**src/rtl/latch_bank_reader.sv**
```systemverilog
// Read-side sequencer for gated D-latch storage banks: bursts of settled reads onto a valid/ready stream.
// Optional parity checking is built when LATCH_RD_PARITY_EN is defined.
module latch_bank_reader #(
  parameter int WIDTH  = 8,
  parameter int AW     = 4,
  parameter int SETTLE = 2
) (
  input  logic             clk,
  input  logic             reset,
  input  logic             start,
  input  logic [AW-1:0]    base,
  input  logic [AW:0]      len,
  output logic             busy,
  output logic             done,
  output logic [AW-1:0]    lat_addr,
  output logic             lat_hold,
  input  logic [WIDTH-1:0] lat_q,
  output logic [WIDTH-1:0] out_data,
  output logic             out_valid,
`ifdef LATCH_RD_PARITY_EN
  input  logic             lat_par,
  output logic             out_perr,
`endif
  input  logic             out_ready
);

  localparam logic [1:0] ST_IDLE    = 2'd0;
  localparam logic [1:0] ST_SETTLE  = 2'd1;
  localparam logic [1:0] ST_PRESENT = 2'd2;

  // The counter walks 0..SETTLE, so capture lands SETTLE+1 edges after the address moved.
  localparam logic [3:0] SETTLE_LAST = 4'(SETTLE);
  localparam logic [AW:0] LEN_ONE    = (AW+1)'(1);

  logic [1:0]  state;
  logic [3:0]  settle_cnt;
  logic [AW:0] remaining;

  logic handshake;
  assign handshake = out_valid & out_ready;

  // NOTE: every state register uses non-blocking assignment so all updates see pre-edge values.
  always_ff @(posedge clk or negedge reset) begin
    if (!reset) begin
      state      <= ST_IDLE;
      settle_cnt <= '0;
      remaining  <= '0;
      busy       <= 1'b0;
      done       <= 1'b0;
      lat_addr   <= '0;
      lat_hold   <= 1'b0;
      out_data   <= '0;
      out_valid  <= 1'b0;
`ifdef LATCH_RD_PARITY_EN
      out_perr   <= 1'b0;
`endif
    end else begin
      done <= 1'b0;
      case (state)
        ST_IDLE: begin
          if (start) begin
            if (len == '0) begin
              done <= 1'b1;
            end else begin
              lat_addr   <= base;
              remaining  <= len;
              lat_hold   <= 1'b1;
              busy       <= 1'b1;
              settle_cnt <= '0;
              state      <= ST_SETTLE;
            end
          end
        end

        ST_SETTLE: begin
          if (settle_cnt == SETTLE_LAST) begin
            out_data  <= lat_q;
            out_valid <= 1'b1;
`ifdef LATCH_RD_PARITY_EN
            out_perr  <= (^lat_q) ^ lat_par;
`endif
            state     <= ST_PRESENT;
          end else begin
            settle_cnt <= settle_cnt + 4'd1;
          end
        end

        ST_PRESENT: begin
          if (handshake) begin
            out_valid <= 1'b0;
            remaining <= remaining - 1'b1;
            if (remaining == LEN_ONE) begin
              busy     <= 1'b0;
              lat_hold <= 1'b0;
              done     <= 1'b1;
              state    <= ST_IDLE;
            end else begin
              // Natural AW-bit overflow gives the silent wrap past the top address.
              lat_addr   <= lat_addr + 1'b1;
              settle_cnt <= '0;
              state      <= ST_SETTLE;
            end
          end
        end

        default: state <= ST_IDLE;
      endcase
    end
  end

endmodule
```
**config.mk**
```make
export PLATFORM = sky130hd
export DESIGN_NAME = latch_bank_reader
export DESIGN_NICKNAME = d
export VERILOG_FILES = /design/src/rtl/latch_bank_reader.sv
export SDC_FILE = /design/constraint.sdc
export NUM_CORES = 1
export LEC_CHECK = 0
export ABC_AREA = 1
export BUFFER_PORTS_ARGS = -buffer_cell sky130_fd_sc_hd__buf_2
export CORE_AREA = 2 2 55 57
export DETAILED_ROUTE_END_ITERATION = 6
export DIE_AREA = 0 0 57 59
export PLACE_DENSITY = 0.81
export SYNTH_ARGS = -nofsm -noshare
export SYNTH_HDL_FRONTEND = slang
export SYNTH_SLANG_ARGS = --single-unit
```
**constraint.sdc**
```tcl
create_clock -name clk -period 1.9 [get_ports clk]
set_input_delay 0.19 -clock clk [delete_from_list [all_inputs] [get_ports clk]]
set_output_delay 0.19 -clock clk [all_outputs]
set_load 0.01 [all_outputs]
```
==> results of run 1 <==
==> kinds of logic (layout without fill, tap and decap cells) <==
logic type      count (synthesis)  in the layout  share of synthesized area (%)
buf+inv                        28             66                           8.03
xor+xnor                        3              3                           1.76
flops                          26             26                           43.5
simple gates                  111            111                           33.1
compound gates                 20             20                           9.37
fa+ha+maj                       5              5                           4.18
==> sequential cells by signal (all words and copies together), names as in the netlist <==
signal      cells
done            1
out_data        8
lat_hold        1
out_valid       1
state           2
settle_cnt      4
lat_addr        4
remaining       5
==> worst max-delay path by stage <==
stage | start | to | slack (ps)
global route | remaining[1] | settle_cnt[0] | 290
CTS | state[0] | remaining[2] | 440
detailed placement | state[0] | remaining[2] | 490
finish | state[0] | remaining[2] | 430
global placement | state[0] | remaining[2] | 490
floorplan | remaining[1] | settle_cnt[0] | 660
==> critical path, delay by kind of cell (launching register included) <==
kind	cells	cell delay, ps
simple gates	2	470
flops	1	530
buf+inv	1	100
compound gates	2	300
==> placed cells by master (no fill, tap or decap), types with 2 or more instances in the layout <==
cell type / synthesis / routed
dfrtp_1: 26 / 26
o21ai_0: 7 / 7
nand2_1: 75 / 75
buf_2: 0 / 36
nor2_1: 9 / 9
inv_2: 4 / 4
nand2_2: 3 / 3
nand3_1: 12 / 12
nor2_4: 2 / 2
nand4_1: 5 / 5
ha_1: 5 / 5
inv_1: 21 / 21
o21ai_2: 8 / 8
nor2_2: 3 / 3
xnor2_1: 2 / 2
clkbuf_4: 0 / 3
==> through the flow <==
stage	hold slack, ps	worst slack, ps	instances
finish	78.8	427	262
global placement	225	493	257
detailed placement	225	494	257
floorplan	-106	656	193
global route	73.4	290	262
CTS	70.0	440	262
==> power by group through the flow <==
stage	logic, mW	clock network (mW)	registers, mW
6_report	1.34	0.382	1.04
5_1_grt	1.55	0.413	1.08
4_1_cts	1.36	0.397	1.04
3_5_place_dp	1.34	0	1.05
3_3_place_gp	1.31	0	1.05
2_1_floorplan	0.951	0	1.09
==> metal layers <==
metal / wire length [um] / share of wire, % / global-route usage (%)
met2: 1410 / 49 / 33.7
met5: 0 / 0 / 0
met4: 34 / 1.2 / 5.98
met1: 1330 / 46 / 22.7
met3: 134 / 4.6 / 2.18
==> cell type report <==
type / instances / share of cell area (%)
well taps: 31 / 2.22
inverters: 25 / 5.36
clock inverters: 1 / 1.72
multi-input cells: 139 / 41.4
flip-flops and latches: 26 / 37.2
repair buffers: 37 / 10.9
clock buffers: 3 / 1.29
==> flow_metrics.tcl, run 1 <==
set metrics [dict create \
    core_mm2 0.00271 \
    startpoint_type "register" \
    final.fill_count 246 \
    clockBufferDepth 2 \
    synth_edf_count 0 \
    worst_pin_slew_ps 562 \
    cts-hold-fix-buffers 1 \
    vias_per_cell 4.97 \
    worstPathRequired_ps 2150 \
    synthTopCellsByCount "75 x nand2_1, 26 x dfrtp_1, 21 x inv_1" \
    nets 258 \
    power_mw 2.77 \
    cts_sinks 26 \
    max_slew_margin_pct 62.6 \
    cts.htree.levels 1 \
    period_share_pct 77.5 \
    grt_pass1_vias 1187 \
    synth_most_common_cell "nand2_1" \
    grt_max_degree 27 \
    cts_resized 0 \
    portBuffers 36 \
    antenna_found_initial 0 \
    vias 1302 \
    cp_max_fo 15 \
    row_count 19 \
    worstSetupPathType "register to register" \
    die_h_um 59 \
    synth_top_area_share_pct 43.5 \
    power.density_mw_per_mm2 1580 \
    stdcell_area_mm2 0.00175 \
    firstDrtPassIters 4 \
    setup_viol 0 \
    hold_path_depth 3 \
    period_minus_slack_ps 1470 \
    r2r_end "remaining[2]" \
    drive_gt1_share_pct 27.3 \
    power_frac_comb_pct 48.6 \
    hold_end "out_data[1]" \
    p_sw_share_pct 44.1 \
    fp.dieW_um 57 \
    place_area_mm2 0.00169 \
    synth-async-reset-ratio_pct 100 \
    netlist_instances 193 \
    timing.fmax_mhz 679 \
    synth-seq-area-share_pct 43.5 \
    crit_arrival_ps 1720 \
    seq_area_um2 651 \
    slew_violations 0 \
    grt_remaining_overflow 0 \
    p_leak_nw 0.991 \
    skew_ps 8.27 \
    syn2layout_area_growth_pct 17.1 \
    power_switching_mw 1.22 \
    io_pins 37 \
    hp-class "input pin to register" \
    cpMostUsedCell "nand2_1" \
    antenna_left 0 \
    rr_startpoint "state[0]" \
    ys_types 24 \
    crit_chain "inv_1, nand2_1, nand2_1, a21boi_0, o21ai_1" \
    synth_nets 219 \
    drtIter0Drc 29 \
    hpwl_um 2150 \
    numCtsBuffers 3 \
    ff2ff_setup_slack_ps 430 \
    seqPwrFrac_pct 37.6 \
    max_stage_delay_ps 530 \
    yosys_most_used_dff "dfrtp_1" \
    end_kind "register" \
    min-delay-start "lat_q[1]" \
    fin_setup_tns_ps 0 \
    clk_pin_slew_ps 150 \
    internal_power_mw 1.55 \
    routed_wl_um 2910 \
    drv_cap 0 \
    grt_pass1_wl_um 4860 \
    antenna_cells 0 \
    initial_utilization_pct 55.2 \
    ys.warnings.count 0 \
    power_frac_clock_pct 13.8 \
    post-route-util_pct 64.6 \
    grt_setup_unrepaired "no" \
    reg2reg_depth 5 \
    multiInputGateArea_um2 724 \
    post_drt_wl_per_cell_um 11.1 \
    vdd_drop_max_v 0.00103 \
    ys_seq_elements 26 \
    syn_area_mm2 0.00150 \
    cts_root_buf "clkbuf_4" \
    synth_area_per_cell_um2 7.75 \
    ys_top_cells_by_area "dfrtp_1 44%, nand2_1 19%, inv_1 5.3%" \
    synth_area_leader_cell "dfrtp_1" \
    critical_path.slowest_cell "dfrtp_1" \
    place_congestion 0.854 \
    cts_tree "done" \
    drc 0 \
    fp.dieArea_mm2 0.00336 \
    postCtsSetupBuffers 0 \
    grt_usage_pct 18.4 \
    status "finished, final reports clean" \
    clkLatencyLatePin_ps 330 \
    final-hold-violation-count 0 \
]
No activity file was read; power rests on OpenSTA's default activity.
==> inputs of run 2 (changes only) <==
==> config.mk (replaced) <==
export PLATFORM = sky130hd
export DESIGN_NAME = latch_bank_reader
export DESIGN_NICKNAME = d
export VERILOG_FILES = /design/src/rtl/latch_bank_reader.sv
export SDC_FILE = /design/constraint.sdc
export NUM_CORES = 1
export LEC_CHECK = 0
export ABC_AREA = 0
export BUFFER_PORTS_ARGS = -buffer_cell sky130_fd_sc_hd__buf_2
export CORE_AREA = 2 2 56 58
export DETAILED_ROUTE_END_ITERATION = 6
export DIE_AREA = 0 0 58 60
export PLACE_DENSITY = 0.76
export SYNTH_ARGS = -nofsm -noshare
export SYNTH_HDL_FRONTEND = slang
export SYNTH_SLANG_ARGS = --single-unit
==> constraint.sdc (replaced) <==
create_clock -name clk -period 1.4 [get_ports clk]
set_input_delay 0.14 -clock clk [delete_from_list [all_inputs] [get_ports clk]]
set_output_delay 0.14 -clock clk [all_outputs]
set_load 0.01 [all_outputs]
==> run 2 against run 1 <==
Against the previous run:
- the run now ends with negative setup slack left
- sequential cell count unchanged
- global-route usage increased by 5.8 points
- via count decreased by 0.61%
- maximum frequency decreased by 7.7%
- sequential power increased by 34%
- sequential share of layout area decreased by 5.4 points
- highest routed layer unchanged
==> flow_metrics.tcl, run 2 <==
set metrics [dict create \
    portBuffers 36 \
    antenna_found_initial 0 \
    skew_ps 1.50 \
    post_drt_wl_per_cell_um 17.1 \
    mostFrequentLayoutCells "36 x buf_2, 25 x dfrtp_1, 22 x buf_4" \
    numCtsBuffers 3 \
    multiInputGateArea_um2 871 \
    final.fill_count 216 \
    antenna_left 0 \
    fin_setup_tns_ps -2610 \
    final-hold-violation-count 0 \
    initial_utilization_pct 49.1 \
    ys.warnings.count 0 \
    crit_arrival_ps 1880 \
    core_mm2 0.00290 \
    vias 1294 \
    ys_top_cells_by_area "dfrtp_1 46%, ha_1 4.4%, mux2_1 4.0%" \
    grt_pass1_wl_um 6170 \
    routed_wl_um 3940 \
    ys_seq_elements 26 \
    io_pins 37 \
    yosys_most_used_dff "dfrtp_1" \
    synth_area_per_cell_um2 10.8 \
    nets 224 \
    failed_checks "negative setup slack" \
    synth-async-reset-ratio_pct 100 \
    firstDrtPassIters 4 \
    clk_pin_slew_ps 140 \
    synth_most_common_cell "dfrtp_1" \
    cp_max_fo 6 \
    drtIter0Drc 33 \
    status "finished, violations left" \
    max_slew_margin_pct 59.2 \
    grt_setup_unrepaired "yes" \
    hp-class "input pin to register" \
    place_area_mm2 0.00182 \
    period_minus_slack_ps 1600 \
    drc 0 \
    cts.htree.levels 1 \
    stdcell_area_mm2 0.00205 \
    cts_sinks 26 \
    synth_edf_count 0 \
    synth_area_leader_cell "dfrtp_1" \
    worstSetupPathType "register to register" \
    worstPathRequired_ps 1690 \
    timing.fmax_mhz 627 \
    synth_nets 158 \
    drv_cap 0 \
    grt_pass1_vias 1318 \
    hpwl_um 2780 \
    top_usage_layer "met2" \
    syn_area_mm2 0.00143 \
    row_count 20 \
    grt_remaining_overflow 0 \
    ys_types 47 \
    clkLatencyLatePin_ps 330 \
    worst_pin_slew_ps 612 \
    ff2ff_setup_slack_ps -200 \
    vias_per_cell 5.63 \
    synthTopCellsByCount "26 x dfrtp_1, 9 x nand2_1, 8 x a21oi_1" \
    setup_ws_ps -195 \
    largest_register_ffs 8 \
    seq_area_um2 652 \
    grtUsageMet2_pct 44.5 \
    top_register "out_data" \
    netlist_instances 132 \
    syn2layout_area_growth_pct 44.1 \
    power.density_mw_per_mm2 2160 \
    period_share_pct 114 \
    grt_usage_pct 24.2 \
    slew_violations 0 \
    synth-seq-area-share_pct 45.7 \
    cts_tree "done" \
    drive_gt1_share_pct 54.3 \
    antenna_cells 0 \
    clockBufferDepth 2 \
    grt.met3_usage_pct 4.11 \
    startpoint_type "register" \
    layout_commonest_cell "buf_2" \
    place_congestion 0.820 \
    grt_max_degree 27 \
    fp.dieArea_mm2 0.00348 \
    synth_top_area_share_pct 45.7 \
    vdd_drop_max_v 0.00141 \
    largestRegisters "out_data x8, remaining x5" \
    end_kind "register" \
    cts_root_buf "clkbuf_4" \
    p_leak_nw 0.939 \
    fp.dieW_um 58 \
    die_h_um 60 \
    setup_viol 22 \
    grtUsageMet1_pct 27.7 \
]
-- run 2: final cells by class --
cell class	count	area share, %
timing repair buffer	65	21.0
sequential	26	31.7
tap	33	2.01
multi-input combinational	97	42.4
clock buffer	4	1.77
inverter	5	1.04
-- run 2: report_power, final --
group / switching (mW) / internal [mW]
combinational: 1.26 / 1.39
clock: 0.239 / 0.160
sequential: 0.289 / 1.10
total: 1.79 / 2.65
-- run 2: cell families after synthesis --
| group | synth area share [%] |
|---|---|
| simple gates | 19.8 |
| compound gates | 18.1 |
| flops | 45.7 |
| mux | 8.43 |
| buf+inv | 3.60 |
| fa+ha+maj | 4.39 |
-- run 2: worst paths after layout --
check,end,from,cells past startpoint
worst max-delay path,settle_cnt[2],remaining[1],5
worst min-delay path,out_data[1],lat_q[1],2
worst max register to register,settle_cnt[2],remaining[1],5
worst min register to register,out_data[6],out_data[6],1
max in group asynchronous,state[1],reset,2
min in group asynchronous,done,reset,2
-- run 2: per-stage QoR --
step / hold slack (ps) / power [mW] / worst slack, ps / utilization [%] / instances
4_1_cts: 16.2 / 4.24 / -171 / 68.5 / 231
5_1_grt: 18.4 / 4.72 / -250 / 70.7 / 230
2_1_floorplan: -156 / 2.55 / -105 / - / 132
3_3_place_gp: 163 / 3.38 / -112 / 62.8 / 220
3_5_place_dp: 181 / 3.49 / -152 / 62.8 / 220
6_report: 22.1 / 4.44 / -195 / 70.7 / 230
-- run 2: worst max-delay path, cell delays in order (launching register included) --
cell and delay, ps:
dfrtp_1 420, inv_2 90, ha_4 130, or4b_4 500, a21oi_4 240, a31o_1 170
-- run 2: what timing repair did --
action                                 4_1_cts  5_1_grt
pin swaps                                   18        9
hold buffers                                 1        0
endpoints found under the hold margin       26        0
setup buffers                                5        2
setup endpoints to repair                   23       25
gates cloned                                 1        0
gates resized for setup                     17       20
-- run 2: layer usage --
| layer | wire length (um) | vias to the layer above |
|---|---|---|
| met5 | 0 | - |
| met4 | 74 | 0 |
| met3 | 188 | 7 |
| met2 | 2100 | 44 |
| met1 | 1580 | 627 |
| li1 | - | 616 |
==> inputs of run 3 (changes only) <==
--- a/config.mk
+++ b/config.mk
@@ -5,11 +5,11 @@
 export SDC_FILE = /design/constraint.sdc
 export NUM_CORES = 1
 export LEC_CHECK = 0
-export ABC_AREA = 0
+export ABC_AREA = 1
 export BUFFER_PORTS_ARGS = -buffer_cell sky130_fd_sc_hd__buf_2
-export CORE_AREA = 2 2 56 58
+export CORE_AREA = 2 2 57 59
 export DETAILED_ROUTE_END_ITERATION = 6
-export DIE_AREA = 0 0 58 60
+export DIE_AREA = 0 0 59 61
 export PLACE_DENSITY = 0.76
 export SYNTH_ARGS = -nofsm -noshare
 export SYNTH_HDL_FRONTEND = slang
==> run 3 against run 2 <==
Against the previous run:
- the run now ends clean
- maximum frequency grew 20%
- power shrank 9.4%
- count of clock-buffer cells in the layout decreased by 1
- largest power group unchanged
- critical path depth up 2
- clock power is 31% higher
==> flow_metrics.tcl, run 3 (same netlist as run 1, synthesis figures left out) <==
set metrics [dict create \
    cp_max_fo 5 \
    crit_arrival_ps 1610 \
    largest_register_ffs 8 \
    final-hold-violation-count 0 \
    antenna_left 0 \
    cpMostUsedCell "nand2_4" \
    syn2layout_area_growth_pct 25.1 \
    clockBufferDepth 2 \
    hp-class "input pin to register" \
    rr_startpoint "remaining[2]" \
    max_stage_delay_ps 450 \
    vias_per_cell 4.91 \
    firstDrtPassIters 4 \
    drive_gt1_share_pct 34.2 \
    r2r_end "settle_cnt[3]" \
    final.fill_count 281 \
    vias 1341 \
    mostFrequentLayoutCells "71 x nand2_1, 36 x buf_2, 24 x dfrtp_1" \
    grt_setup_unrepaired "yes" \
    grt_pass1_vias 1204 \
    grt_pass1_wl_um 4840 \
    worst_pin_slew_ps 576 \
    p_leak_nw 1.05 \
    layout_commonest_cell "nand2_1" \
    period_share_pct 95.2 \
    vdd_drop_max_v 0.00106 \
    setup_viol 0 \
    clk_pin_slew_ps 150 \
    hpwl_um 2210 \
    power_mw 4.02 \
    max_slew_margin_pct 61.6 \
    drtIter0Drc 42 \
    min-delay-start "lat_q[0]" \
    antenna_found_initial 0 \
    crit_cells 7 \
    place_congestion 0.870 \
    critical_path.slowest_cell "dfrtp_1" \
    grt_usage_pct 17.6 \
    top_register "out_data" \
    fp.dieArea_mm2 0.00360 \
    setup_ws_ps 66.8 \
    ff2ff_setup_slack_ps 70 \
    crit_buf_inv 0 \
    power.density_mw_per_mm2 2150 \
    timing.fmax_mhz 750 \
    cts_root_buf "clkbuf_4" \
    hold_path_depth 3 \
    core_mm2 0.00295 \
    hold_end "out_data[0]" \
    skew_ps 10.3 \
    place_ws_ps 25.4 \
    routed_wl_um 3020 \
    status "finished, final reports clean" \
    cts_sinks 26 \
    grt_remaining_overflow 0 \
    worstPathRequired_ps 1670 \
    numCtsBuffers 3 \
    end_kind "register" \
    reg2reg_depth 7 \
    crit_chain "nor2_1, nand3_2, nand2_4, nand2_4, nand2_4, nand2_1, nand2_1" \
    initial_utilization_pct 50.6 \
    startpoint_type "register" \
    die_h_um 61 \
    drv_cap 0 \
    antenna_cells 0 \
    slew_violations 0 \
    clkLatencyLatePin_ps 330 \
    post_drt_wl_per_cell_um 11.0 \
    period_minus_slack_ps 1330 \
    cts.htree.levels 1 \
    worstSetupPathType "register to register" \
    drc 0 \
    nets 267 \
    io_pins 37 \
    grt_max_degree 27 \
    portBuffers 36 \
    critPathTopFamily "simple AND/OR/NAND/NOR gates" \
    row_count 20 \
    largestRegisters "out_data x8, remaining x5" \
    cts_tree "done" \
    fp.dieW_um 59 \
]
## run 3: changes by cell type in the layout (fill, tap and decap cells not counted), sizes merged, moves of 5 or more
| cell | delta |
|---|---|
| inv | +20 |
| a21oi | -8 |
| o21ai | +10 |
| mux2 | -8 |
| buf | -19 |
| nor3 | -5 |
| nor2 | +7 |
| nand3 | +7 |
| nand2 | +69 |
| nand4 | +5 |
## run 3: worst register-to-register path, cell delays in order, from the launching register on
cell and delay (ps):
dfrtp_1 450, nor2_1 310, nand3_2 140, nand2_4 120, nand2_4 70, nand2_4 90, nand2_1 50, nand2_1 50
## run 3: report_power, final
part / internal [mW] / total (mW) / switching [mW]
Clock: 0.290 / 0.521 / 0.231
Combinational: 0.874 / 2.10 / 1.22
Sequential: 1.10 / 1.40 / 0.301
## run 3: worst max path at each step
stage / startpoint / to
floorplan: remaining[1] / settle_cnt[0]
global placement: remaining[1] / settle_cnt[2]
detailed placement: remaining[1] / settle_cnt[3]
CTS: remaining[1] / settle_cnt[3]
global route: state[0] / lat_addr[3]
finish: remaining[2] / settle_cnt[3]
## run 3: per-layer routing
| layer | share of wire (%) | track usage (%) | vias to the layer above | wire, um |
|---|---|---|---|---|
| li1 | - | - | 702 | - |
| met1 | 47 | 21.8 | 606 | 1420 |
| met2 | 47 | 30.3 | 28 | 1420 |
| met3 | 4.1 | 2.77 | 5 | 124 |
| met4 | 1.5 | 7.79 | 0 | 46 |
| met5 | 0 | 0 | - | 0 |
## run 3: through the flow
| step | area (um^2) | TNS, ps | hold slack (ps) | utilization (%) | instances |
|---|---|---|---|---|---|
| 2_1_floorplan | 1500 | 0 | -156 | - | 193 |
| 3_3_place_gp | 1740 | 0 | 174 | 59.0 | 266 |
| 3_5_place_dp | 1740 | 0 | 176 | 59.0 | 266 |
| 4_1_cts | 1810 | 0 | 17.0 | 61.1 | 271 |
| 5_1_grt | 1870 | -155 | 22.7 | 63.3 | 273 |
| 6_report | 1870 | 0 | 23.5 | 63.3 | 273 |
## run 3: area by class of cell
type	instances	area (um^2)	area share, %
sequential	26	653	34.9
inverter	25	93.8	5.02
timing repair buffer	46	258	13.8
multi-input combinational	139	772	41.3
clock buffer	3	22.5	1.20
clock inverter	1	30.0	1.61
tap	33	41.3	2.21
## run 3: timing repair
action                                  4_1_cts  5_1_grt
endpoints found under the setup margin        2       12
resized for setup                             0       15
buffers inserted                              0        2
cloned                                        0        0
pin swaps                                     1        2
endpoints found under the hold margin        26        0
hold buffers                                  1        0
